File: src/rtl/lc3_datapath_mem.sv
// LC-3 datapath (PC/IR/MAR/MDR, regfile, ALU, address adder, NZP, BEN) with a
// req/ack memory-access sequencer that supports wait states and a timeout.
module lc3_datapath_mem #(
    parameter int unsigned       DATA_W      = 16,
    parameter logic [DATA_W-1:0] PC_RESET    = '0,
    parameter int unsigned       MEM_TIMEOUT = 15
) (
    input  logic              Clk,
    input  logic              Reset,
    input  logic              LD_MAR,
    input  logic              LD_MDR,
    input  logic              LD_IR,
    input  logic              LD_PC,
    input  logic              LD_REG,
    input  logic              LD_CC,
    input  logic              LD_BEN,
    input  logic              GatePC,
    input  logic              GateMDR,
    input  logic              GateALU,
    input  logic              GateMARMUX,
    input  logic [1:0]        PCMUX,
    input  logic [1:0]        ADDR2MUX,
    input  logic              ADDR1MUX,
    input  logic              DRMUX,
    input  logic              SR1MUX,
    input  logic              SR2MUX,
    input  logic [1:0]        ALUK,
    input  logic              MEM_RD,
    input  logic              MEM_WR,
    output logic              mem_req,
    output logic              mem_we,
    output logic [DATA_W-1:0] mem_addr,
    output logic [DATA_W-1:0] mem_wdata,
    input  logic [DATA_W-1:0] mem_rdata,
    input  logic              mem_ack,
    output logic              mem_busy,
    output logic              mem_done,
    output logic              mem_err,
    output logic              bus_conflict,
    output logic [DATA_W-1:0] PC_out,
    output logic [DATA_W-1:0] IR_out,
    output logic [DATA_W-1:0] MAR_out,
    output logic [DATA_W-1:0] MDR_out,
    output logic [2:0]        nzp,
    output logic              BEN
);

    localparam int unsigned CNT_W = $clog2(MEM_TIMEOUT + 1);
    localparam int unsigned NREG  = 8;

    typedef enum logic [1:0] {
        S_IDLE    = 2'd0,
        S_RD_WAIT = 2'd1,
        S_WR_WAIT = 2'd2,
        S_DONE    = 2'd3
    } seq_state_e;

    seq_state_e        state;
    logic [CNT_W-1:0]  wait_cnt;

    logic [DATA_W-1:0] pc_q;
    logic [DATA_W-1:0] ir_q;
    logic [DATA_W-1:0] mar_q;
    logic [DATA_W-1:0] mdr_q;
    logic [DATA_W-1:0] regfile [NREG];
    logic [2:0]        nzp_q;
    logic              ben_q;

    logic [2:0]        gate_cnt;
    logic [DATA_W-1:0] bus;
    logic [DATA_W-1:0] sext5;
    logic [DATA_W-1:0] sext6;
    logic [DATA_W-1:0] sext9;
    logic [DATA_W-1:0] sext11;
    logic [2:0]        sr1_sel;
    logic [2:0]        dr_sel;
    logic [DATA_W-1:0] sr1_val;
    logic [DATA_W-1:0] sr2_val;
    logic [DATA_W-1:0] alu_b;
    logic [DATA_W-1:0] alu_out;
    logic [DATA_W-1:0] addr1;
    logic [DATA_W-1:0] addr2;
    logic [DATA_W-1:0] adder_out;
    logic [DATA_W-1:0] pc_next;
    logic [2:0]        nzp_next;
    logic              rd_load;

    // Immediate fields, sign-extended straight from the current IR
    assign sext5  = {{(DATA_W-5){ir_q[4]}},   ir_q[4:0]};
    assign sext6  = {{(DATA_W-6){ir_q[5]}},   ir_q[5:0]};
    assign sext9  = {{(DATA_W-9){ir_q[8]}},   ir_q[8:0]};
    assign sext11 = {{(DATA_W-11){ir_q[10]}}, ir_q[10:0]};

    assign sr1_sel = SR1MUX ? ir_q[8:6] : ir_q[11:9];
    assign dr_sel  = DRMUX ? 3'd7 : ir_q[11:9];
    assign sr1_val = regfile[sr1_sel];
    assign sr2_val = regfile[ir_q[2:0]];
    assign alu_b   = SR2MUX ? sext5 : sr2_val;

    always_comb begin
        alu_out = sr1_val;
        case (ALUK)
            2'd0:    alu_out = sr1_val + alu_b;
            2'd1:    alu_out = sr1_val & alu_b;
            2'd2:    alu_out = ~sr1_val;
            default: alu_out = sr1_val;
        endcase
    end

    always_comb begin
        addr2 = '0;
        case (ADDR2MUX)
            2'd0:    addr2 = '0;
            2'd1:    addr2 = sext6;
            2'd2:    addr2 = sext9;
            default: addr2 = sext11;
        endcase
    end

    assign addr1     = ADDR1MUX ? sr1_val : pc_q;
    assign adder_out = addr1 + addr2;

    // Bus is forced to zero when no driver or several drivers are enabled
    assign gate_cnt     = 3'(GatePC) + 3'(GateMDR) + 3'(GateALU) + 3'(GateMARMUX);
    assign bus_conflict = (gate_cnt > 3'd1);

    always_comb begin
        bus = '0;
        if (gate_cnt == 3'd1) begin
            if (GatePC)       bus = pc_q;
            else if (GateMDR) bus = mdr_q;
            else if (GateALU) bus = alu_out;
            else              bus = adder_out;
        end
    end

    always_comb begin
        pc_next = pc_q;
        case (PCMUX)
            2'd0:    pc_next = pc_q + DATA_W'(1);
            2'd1:    pc_next = bus;
            2'd2:    pc_next = adder_out;
            default: pc_next = pc_q;
        endcase
    end

    always_comb begin
        nzp_next = 3'b001;
        if (bus[DATA_W-1])   nzp_next = 3'b100;
        else if (bus == '0)  nzp_next = 3'b010;
    end

    always_ff @(posedge Clk or negedge Reset) begin
        if (!Reset) begin
            pc_q  <= PC_RESET;
            ir_q  <= '0;
            mar_q <= '0;
            nzp_q <= 3'b010;
            ben_q <= 1'b0;
        end else begin
            if (LD_PC)  pc_q  <= pc_next;
            if (LD_IR)  ir_q  <= bus;
            if (LD_MAR) mar_q <= bus;
            if (LD_CC)  nzp_q <= nzp_next;
            if (LD_BEN) ben_q <= |(ir_q[11:9] & nzp_q);
        end
    end

    always_ff @(posedge Clk or negedge Reset) begin
        if (!Reset) begin
            for (int i = 0; i < int'(NREG); i++) regfile[i] <= '0;
        end else if (LD_REG) begin
            regfile[dr_sel] <= bus;
        end
    end

    // Read data returning from memory takes priority over a bus load of MDR
    assign rd_load = (state == S_RD_WAIT) && mem_ack;

    always_ff @(posedge Clk or negedge Reset) begin
        if (!Reset) begin
            mdr_q <= '0;
        end else if (rd_load) begin
            mdr_q <= mem_rdata;
        end else if (LD_MDR) begin
            mdr_q <= bus;
        end
    end

    // Memory-access sequencer; address and write data are captured at start
    always_ff @(posedge Clk or negedge Reset) begin
        if (!Reset) begin
            state     <= S_IDLE;
            wait_cnt  <= '0;
            mem_req   <= 1'b0;
            mem_we    <= 1'b0;
            mem_addr  <= '0;
            mem_wdata <= '0;
            mem_busy  <= 1'b0;
            mem_done  <= 1'b0;
            mem_err   <= 1'b0;
        end else begin
            mem_done <= 1'b0;
            mem_err  <= 1'b0;
            case (state)
                S_IDLE: begin
                    if (MEM_RD ^ MEM_WR) begin
                        mem_addr  <= mar_q;
                        mem_wdata <= mdr_q;
                        mem_we    <= MEM_WR;
                        mem_req   <= 1'b1;
                        mem_busy  <= 1'b1;
                        wait_cnt  <= '0;
                        state     <= MEM_RD ? S_RD_WAIT : S_WR_WAIT;
                    end else if (MEM_RD && MEM_WR) begin
                        mem_err <= 1'b1;
                    end
                end
                S_RD_WAIT, S_WR_WAIT: begin
                    if (mem_ack) begin
                        mem_req  <= 1'b0;
                        mem_done <= 1'b1;
                        state    <= S_DONE;
                    end else if (wait_cnt == CNT_W'(MEM_TIMEOUT - 1)) begin
                        mem_req  <= 1'b0;
                        mem_err  <= 1'b1;
                        mem_busy <= 1'b0;
                        state    <= S_IDLE;
                    end else begin
                        wait_cnt <= wait_cnt + CNT_W'(1);
                    end
                end
                default: begin
                    mem_busy <= 1'b0;
                    state    <= S_IDLE;
                end
            endcase
        end
    end

    assign PC_out  = pc_q;
    assign IR_out  = ir_q;
    assign MAR_out = mar_q;
    assign MDR_out = mdr_q;
    assign nzp     = nzp_q;
    assign BEN     = ben_q;

endmodule

File: config.mk
export PLATFORM = sky130hd
export DESIGN_NAME = lc3_datapath_mem
export DESIGN_NICKNAME = d
export VERILOG_FILES = /design/src/rtl/lc3_datapath_mem.sv
export SDC_FILE = /design/constraint.sdc
export NUM_CORES = 1
export LEC_CHECK = 0
export ABC_AREA = 0
export BUFFER_PORTS_ARGS = -buffer_cell sky130_fd_sc_hd__buf_2
export CAP_MARGIN = 0
export CORE_ASPECT_RATIO = 0.7
export CORE_MARGIN = 3
export CORE_UTILIZATION = 35
export CTS_CLUSTER_SIZE = 12
export DETAILED_ROUTE_END_ITERATION = 12
export GPL_TIMING_DRIVEN = 0
export PLACE_DENSITY = 0.5
export SLEW_MARGIN = 25
export SYNTH_ARGS = -nofsm -noshare
export SYNTH_HDL_FRONTEND = slang
export SYNTH_SLANG_ARGS = --single-unit
export TNS_END_PERCENT = 1
File: constraint.sdc
create_clock -name Clk -period 5.48 [get_ports Clk]
set_clock_uncertainty 0.2 [all_clocks]
set_input_delay 1.096 -clock Clk [delete_from_list [all_inputs] [get_ports Clk]]
set_output_delay 1.096 -clock Clk [all_outputs]
set_load 0.1 [all_outputs]
==> results.yml, run 1 <==
routing:
  ant_nets: 0
  routedWlPerCell_um: 26.9
  drtIter0Drc: 1526
  dr.pass1.iters: 6
  vias_per_cell: 5.96
  vias: 14773
  drc_errors: 0
  wirelength_mm: 66.8
cts:
  cts_num_sinks: 239
  cts_buffers: 28
  clk_pin_slew_ns: 0.06
  h-tree-depth: 1
  clockBufferDepth: 3
  cts_tree: "yes"
  clk_latency_ns: 0.60
  clockRootBuffer: "clkbuf_16"
global_routing:
  grt_pass1_vias: 14172
  gr-total-overflow: 0
  grt_pass1_wl_mm: 97.2
  track_usage_pct: 27.5
  antenna_found_initial: 3
  grt_max_degree: 89
sta:
  setup_tns_ns: -0.00188
  final.setup.worst_slack_ns: -0.00152
  rsz0062_at_grt: "yes"
  clock.fmax_mhz: 182
  fin_crit_sh_pct: 100
  setup_viol_count_final: 2
  drv_slew: 0
  maxSlewHeadroom_pct: 25.9
  hold_violations: 0
  tightest_slew_ns: 1.11
  min_period_ns: 5.48
floorplanning:
  dieArea_um2: 47700
  core_um2: 44100
  row_count: 64
  initial_utilization_pct: 35.7
  die_y_um: 184
  die_w_um: 260
  io_pins: 148
layout:
  fill_cells: 4344
  mostFrequentLayoutCells: "dfrtp_1 (238), buf_2 (154), nand2_1 (154), o21ai_0 (135), mux2_2 (124)"
  fin_nets: 1950
  layout_commonest_cell: "dfrtp_1"
  insertedDiodeCount: 0
  area_delta_synth_final_pct: 20.2
  post_route_cells_drive_above_1_share_pct: 27.1
critical_path:
  cpMaxStageDelayCell: "mux2i_4"
  cp_max_fo: 10
  critPathLaunchType: "input port"
  end_kind: "register"
  cp.arrival_ns: 5.80
  crit_path_cell_trace: "buf_2, buf_6, buf_8, mux2i_4, and2b_1, a211oi_2, a211oi_2, or2_2, mux2_2, ha_4, a21o_1, a21o_1, a21o_1, a211oi_2, buf_4, o21ai_1, a31oi_1, xor2_1, o221ai_2, buf_4, and2_1, buf_6, a21oi_1"
  path_class: "input port to register"
  reg2reg_depth: 18
  cpPeakStageDelay_ns: 0.37
  cp.required_ns: 5.80
  reg2reg_to: "IR_out[15]"
  r2r_slack_ns: 0.09
  reg2reg_from: "IR_out[2]"
run_status:
  violations: "setup timing"
  status: "complete, but fails checks"
yosys:
  syn_avg_cell_area_um2: 9.47
  synthDistinctLibCells: 93
  synth_edf_count: 0
  synthArstFlopShare_pct: 100
  synth.top_cell.area_share_pct: 37.8
  yosysTopAreaCell: "dfrtp_1"
  synthCells: 1664
  synth_area_um2: 15800
  ys_ff_latch: 239
  yosysWarnings: 0
  seq_area_frac_synth_pct: 37.9
  ys_dominant_reg_cell: "dfrtp_1"
  postSynthNetCount: 1752
  synthTopCellsByArea: "dfrtp_1 (38%), mux2_2 (8.9%), mux4_2 (4.9%)"
pwr:
  p_total_mw: 9.37
  ir_drop_uv: 440
  p_leak_nw: 8.57
  power_density_nw_per_um2: 494
placement:
  place_hpwl_mm: 50.1
  place.gp.congestion: 0.962
  io_buffers: 144
job:
  maxCapViolations: 0
hold_path:
  hold_path.class: "input port to asynchronous set/reset pin"
==> kinds of logic (layout without fill, tap and decap cells) <==
family          count (synthesis)  after routing  share of synthesized area, %
compound gates                504            504                          20.9
buf+inv                       177            397                          4.70
mux                           207            207                          17.1
fa+ha+maj                      46             46                          3.75
xor+xnor                       30             30                          1.83
flops                         239            239                          37.9
simple gates                  461            461                          13.7
==> timing repair <==
item,in CTS,in global routing
setup endpoints to repair,152,156
hold buffers,0,0
gates cloned,0,1
pin swaps,7,14
gates resized for setup,56,79
buffers inserted,6,16
==> where the power goes <==
group,internal [mW],leakage [nW],switching [mW]
Combinational,1.27,4.93,3.47
Sequential,2.17,3.17,0.439
Clock,1.18,0.468,0.840
Total,4.62,8.57,4.75
==> sequential cells by signal, summed over array words and instances (netlist names), 2 cells and up <==
| register | count |
|---|---|
| regfile | 128 |
| IR_out | 16 |
| MAR_out | 16 |
| MDR_out | 16 |
| PC_out | 16 |
| mem_addr | 16 |
| mem_wdata | 16 |
| wait_cnt | 4 |
| nzp | 3 |
| state | 2 |
==> per-stage QoR <==
step | instances | worst slack [ns] | cell area (µm²) | util [%] | hold WS (ns)
detailed placement | 2404 | -1.78 | 17300 | 39.2 | 0.274
floorplan | 1664 | 0.0267 | 15800 | - | 0.260
global route | 2478 | -0.157 | 19000 | 43.0 | 0.319
finish | 2478 | -0.00152 | 19000 | 43.0 | 0.286
global placement | 2402 | -1.80 | 17200 | 39.1 | 0.260
CTS | 2461 | -0.103 | 18600 | 42.1 | 0.289
==> worst max-delay path by stage <==
| stage | from | endpoint | slack [ns] | cells after the start |
|---|---|---|---|---|
| floorplan | IR_out[0] | MAR_out[15] | 0.03 | 20 |
| global placement | SR1MUX | IR_out[15] | -1.80 | 22 |
| detailed placement | SR1MUX | IR_out[15] | -1.78 | 22 |
| CTS | SR1MUX | IR_out[15] | -0.10 | 25 |
| global route | SR1MUX | nzp[0] | -0.16 | 20 |
| finish | SR1MUX | IR_out[15] | -0.002 | 23 |
==> worst max-delay path, delay by kind of cell <==
family,cells,cell delay (ns)
xor+xnor,1,0.28
fa+ha+maj,1,0.25
compound gates,10,1.72
mux,2,0.70
buf+inv,6,0.94
simple gates,3,0.78
==> final cells by class <==
cell class	count	area (µm²)	area share, %
Clock buffer	39	772	4.07
Multi-Input combinational cell	1248	9410	49.7
Clock inverter	13	199	1.05
Sequential cell	239	5980	31.6
Buffer	115	601	3.17
Timing Repair Buffer	170	1010	5.34
Inverter	60	229	1.21
Tap cell	594	743	3.92
==> routing by layer <==
metal | vias up | global-route usage [%] | share of wire, % | routed length (µm)
met3 | 95 | 10.1 | 12 | 7900
met2 | 765 | 37.5 | 40 | 26500
met4 | 2 | 5.80 | 2.2 | 1470
met1 | 7391 | 41.2 | 46 | 30900
met5 | - | 0 | 0.019 | 13
li1 | 6520 | - | - | -
==> cells in the mapped netlist (all sizes together), types with 4 or more instances <==
| library cell | instances |
|---|---|
| o21ai | 150 |
| clkbuf | 73 |
| o31a | 4 |
| a311oi | 5 |
| nand4 | 4 |
| dfrtp | 238 |
| and2 | 11 |
| a22oi | 6 |
| inv | 58 |
| xor2 | 11 |
| mux2 | 127 |
| nand3 | 41 |
| o21bai | 6 |
| or3 | 7 |
| and3 | 22 |
| a221oi | 17 |
| a31o | 6 |
| o31ai | 19 |
| nor2b | 35 |
| or2 | 4 |
| ha | 44 |
| a211oi | 48 |
| nor2 | 123 |
| a211o | 5 |
| o22ai | 11 |
| o221ai | 11 |
| a21oi | 112 |
| nor3 | 24 |
| a31oi | 20 |
| nand2b | 16 |
| buf | 44 |
| o21a | 15 |
| nor4 | 4 |
| a21o | 14 |
| mux2i | 46 |
| nor3b | 4 |
| xnor2 | 19 |
| o211ai | 24 |
| mux4 | 34 |
| nand2 | 157 |
Power figures use the tool's default switching activity.
==> run 2: changes to the inputs <==
Settings changed: MAX_ROUTING_LAYER from default to met4, SKIP_CTS_REPAIR_TIMING from default to 1.
==> run 2 against run 1 <==
The flow still finishes with violations (setup timing). Critical path depth is 6 lower. Utilization is 0.37 points higher. Non-clock buffer count is 13 higher. Sequential cell count stayed put. Routed wire length is 2.4% higher. Final cell count is 0.56% higher. Via count is 1.5% higher. Critical endpoint is now nzp[1].
==> results.yml, run 2 (synthesis results as in run 1) <==
pwr:
  clockPowerShare_pct: 19.8
  p_sw_share_pct: 51.7
  comb_power_share_pct: 52.2
  ir_drop_uv: 480
  p_total_mw: 9.35
  p_int_mw: 4.52
  p_leak_nw: 8.65
  p_sw_mw: 4.84
  power_density_nw_per_um2: 489
  pwr-share-seq_pct: 28.0
routing:
  drtIter0Drc: 1889
  vias: 14988
  vias_per_cell: 6.01
  ant_nets: 0
  dr.pass1.iters: 5
  routedWlPerCell_um: 27.4
  drc_errors: 0
  wirelength_mm: 68.4
hold_path:
  hold_path.class: "input port to asynchronous set/reset pin"
placement:
  io_buffers: 144
  place.gp.congestion: 0.989
  place_hpwl_mm: 51.4
  place_area_um2: 17300
run_status:
  violations: "setup timing"
  status: "complete, but fails checks"
global_routing:
  antenna_found_initial: 0
  grt_max_degree: 74
  gr-total-overflow: 0
  track_usage_pct: 28.7
  grt_pass1_vias: 13925
  grt_pass1_wl_mm: 98.0
critical_path:
  path_class: "register to register"
  cp.required_ns: 5.80
  reg2reg_from: "IR_out[2]"
  crit_path_cell_trace: "clkbuf_1, clkbuf_1, a211oi_1, nor2_1, ha_4, a21o_1, a21oi_4, o21ai_0, a21oi_1, nand2_1, a311oi_4, o31ai_1, xor2_1, o221ai_4, buf_4, and4b_1, a32o_1"
  critPathLaunchType: "register"
  cp_max_fo: 10
  worstSetupStartpoint: "IR_out[2]"
  cpMaxStageDelayCell: "clkbuf_1"
  critPathBufInv: 3
  cp.arrival_ns: 5.86
  end_kind: "register"
  critPathMostFrequentCell: "clkbuf_1"
  cpPeakStageDelay_ns: 0.75
  cpLargestDelayFamily: "compound AO/OA/AOI/OAI gates"
layout:
  post_route_cells_drive_above_1_share_pct: 28.5
  largest_reg_flops: 128
  register_area_um2: 5980
  fill_cells: 4347
  stdcell_area_um2: 19100
  largest_register: "regfile"
  layout_commonest_cell: "dfrtp_1"
  area_delta_synth_final_pct: 21.2
  mostFrequentLayoutCells: "dfrtp_1 (238), buf_2 (155), nand2_1 (154), o21ai_0 (135), mux2_2 (124)"
  multiInputGateArea_um2: 9540
  fin_util_pct: 43.3
  fin_nets: 1963
sta:
  rsz0062_at_grt: "yes"
  hold_violations: 0
  clock.fmax_mhz: 181
  min_period_ns: 5.54
  final.setup.worst_slack_ns: -0.0601
  setup_viol_count_final: 3
  drv_slew: 0
  whs_ns: 0.204
  fin_crit_sh_pct: 101
  maxSlewHeadroom_pct: 28.6
  tightest_slew_ns: 1.07
floorplanning:
  die_w_um: 260
  die_y_um: 184
  core_um2: 44100
  io_pins: 148
  row_count: 64
  dieArea_um2: 47700
  initial_utilization_pct: 35.7
cts:
  clockRootBuffer: "clkbuf_16"
  cts_buffers: 28
  cts_tree: "yes"
  h-tree-depth: 1
  clk_latency_ns: 0.59
  clk_pin_slew_ns: 0.06
  clockBufferDepth: 3
  cts_num_sinks: 239
job:
  maxCapViolations: 0
## run 2: cell types whose count changed in the layout (fill, tap and decap cells not counted), moves of 4 or more
cell | previous run | this run
buf_4 | 31 | 41
clkbuf_4 | 4 | 8
bufinv_16 | 4 | 0
xor2_1 | 10 | 6
## run 2: power groups by stage
stage          Sequential (mW)  Combinational [mW]  Clock, mW
3_5_place_dp              2.62                4.50          0
4_1_cts                   2.59                4.52       1.89
6_report                  2.62                4.88       1.85
2_1_floorplan             4.03                1.81          0
5_1_grt                   2.66                5.10       1.97
3_3_place_gp              2.61                4.48          0
## run 2: final timing paths
path	to	cells after the start	slack, ns
setup / recovery	nzp[1]	17	-0.06
hold / removal	regfile[12]	1	0.20
setup reg to reg	nzp[1]	17	-0.06
hold reg to reg	mem_wdata[5]	2	0.29
max in group asynchronous	mem_addr[6]	3	3.84
min in group Clk	mem_wdata[5]	2	0.29
## run 2: layout make-up
cell class | instances | share of cell area [%]
repair buffers | 184 | 5.87
well taps | 594 | 3.89
flip-flops and latches | 239 | 31.3
inverters | 60 | 1.20
diodes | 1 | 0.0131
plain buffers | 114 | 3.18
multi-input cells | 1248 | 49.9
clock buffers | 43 | 4.22
clock inverters | 9 | 0.426
## run 2: metrics by stage
step	setup TNS, ns	instances	setup WS [ns]
global route	-0.959	2491	-0.0875
CTS	-79.26	2457	-1.16
global placement	-546.95	2402	-1.83
floorplan	0	1664	0.0267
detailed placement	-181.31	2405	-1.76
finish	-0.114	2492	-0.0601
## run 2: metal layers
| layer | up-vias | track usage (%) | wire length [µm] |
|---|---|---|---|
| met5 | - | - | 0 |
| met4 | 0 | 4.37 | 1200 |
| met3 | 86 | 8.91 | 7730 |
| met2 | 779 | 37.6 | 27200 |
| met1 | 7568 | 43.5 | 32300 |
| li1 | 6555 | - | - |
==> run 3: changes to the inputs <==
Settings changed: GPL_TIMING_DRIVEN 0 to default, MAX_ROUTING_LAYER met4 to default.
==> run 3 against run 2 <==
Sequential cell count unchanged. Worst setup slack better by 0.26 ns. Combinational power down 2%. Utilization up 0.70 points. Power down 0.68%. Via count down 2.9%. The flow now finishes without violations. Largest power group unchanged. Sequential share of layout area down 0.48 points. Fmax up 4.9%.
==> results.yml, run 3 (synthesis results as in run 1) <==
floorplanning:
  dieArea_um2: 47700
  row_count: 64
  initial_utilization_pct: 35.7
  die_w_um: 260
  die_y_um: 184
  core_um2: 44100
  io_pins: 148
critical_path:
  r2r_slack_ns: 0.26
  reg2reg_from: "IR_out[9]"
  cp.required_ns: 5.79
  reg2reg_depth: 22
  cp_max_fo: 13
  end_kind: "register"
  path_class: "input port to register"
  critPathLaunchType: "input port"
  reg2reg_to: "MDR_out[15]"
  cp.arrival_ns: 5.59
hold_path:
  hold_path.class: "register to register"
  hold_path_end: "mem_addr[9]"
  min-delay-start: "mem_addr[9]"
  hold_depth: 2
layout:
  fin_nets: 2020
  mostFrequentLayoutCells: "dfrtp_1 (235), buf_4 (199), nand2_1 (155), buf_2 (146), o21ai_0 (140)"
  fin_util_pct: 44.0
  post_route_cells_drive_above_1_share_pct: 31.5
  largest_reg_flops: 128
  layout_commonest_cell: "dfrtp_1"
  largest_register: "regfile"
  insertedDiodeCount: 0
  area_delta_synth_final_pct: 23.2
routing:
  drc_errors: 0
  routedWlPerCell_um: 24.0
  vias: 14559
  dr.pass1.iters: 5
  vias_per_cell: 5.72
  drtIter0Drc: 1588
  ant_nets: 0
  wirelength_mm: 61.0
sta:
  drv_slew: 0
  tightest_slew_ns: 1.05
  whs_ns: 0.284
  setup_tns_ns: 0
  hold_violations: 0
  setup_viol_count_final: 0
  min_period_ns: 5.28
  clock.fmax_mhz: 189
  fin_crit_sh_pct: 96.4
  rsz0062_at_grt: "no"
  maxSlewHeadroom_pct: 30.1
cts:
  clk_pin_slew_ns: 0.06
  cts_buffers: 27
  h-tree-depth: 1
  cts_num_sinks: 239
  clockRootBuffer: "clkbuf_16"
  clk_latency_ns: 0.58
  clockBufferDepth: 3
  cts_tree: "yes"
pwr:
  p_leak_nw: 9.14
  power_density_nw_per_um2: 478
  ir_drop_uv: 570
global_routing:
  grt_pass1_vias: 14125
  grt_pass1_wl_mm: 92.1
  track_usage_pct: 25.5
  grt_max_degree: 112
  gr-total-overflow: 0
  antenna_found_initial: 0
placement:
  place_hpwl_mm: 45.7
  io_buffers: 147
  place.gp.congestion: 0.962
run_status:
  status: "completed"
job:
  maxCapViolations: 0
run 3: cell count changes in the layout (fill, tap and decap cells not counted), sizes merged:
cell,change
buf,+139
diode,-1
bufinv,+2
clkinvlp,+1
clkbuf,-84
clkinv,-2
run 3: how the worst max path moves through the flow:
stage,startpoint,endpoint
2_1_floorplan,IR_out[0],MAR_out[15]
3_3_place_gp,SR1MUX,PC_out[7]
3_5_place_dp,SR1MUX,MDR_out[13]
4_1_cts,IR_out[6],MDR_out[15]
5_1_grt,SR1MUX,MDR_out[15]
6_report,SR1MUX,MDR_out[15]
run 3: report_power, final:
part,internal (mW),switching [mW]
Combinational,1.48,3.30
Sequential,2.17,0.439
Clock,1.10,0.802
run 3: cell type report:
type                            count  area, µm²
Inverter                           60        225
Clock inverter                     10        120
Sequential cell                   239       5990
Timing Repair Buffer              356       2440
Tap cell                          594        743
Fill cell                        4372      24700
Multi-Input combinational cell   1248       9110
Clock buffer                       40        795
run 3: per-stage QoR:
step	std cells	power, mW	worst slack [ns]	cell area, µm²
final	2547	9.29	0.198	19400
after global routing	2547	9.75	0.0203	19400
after CTS	2547	9.29	0.245	19400
after global placement	2497	7.32	-0.240	18500
after floorplan	1664	5.85	0.0267	15800
after detailed placement	2497	7.36	-0.282	18500
run 3: layer usage:
layer	wire length (µm)	GRT usage (%)	part of all wire, %	vias to the layer above
met5	0	0	0	-
met4	1100	4.95	1.8	0
met3	5470	7.32	9.0	72
met2	25400	36.6	42	539
met1	29100	38.0	48	7285
li1	-	-	-	6663
run 3: critical path: stages:
cell and delay (ns):
buf_2 0.16, buf_4 0.20, nand2_1 0.15, o22ai_2 0.12
a2111oi_4 0.42, nor3_4 0.08, mux2_2 0.29, ha_1 0.31
a211oi_1 0.31, o21ai_0 0.18, a21oi_1 0.17, buf_4 0.16
nor3_1 0.06, a211oi_1 0.25, buf_4 0.17, o21ai_1 0.10
a31oi_1 0.22, xor2_1 0.28, o221ai_2 0.24, buf_4 0.20
a311oi_1 0.28, a21o_1 0.12
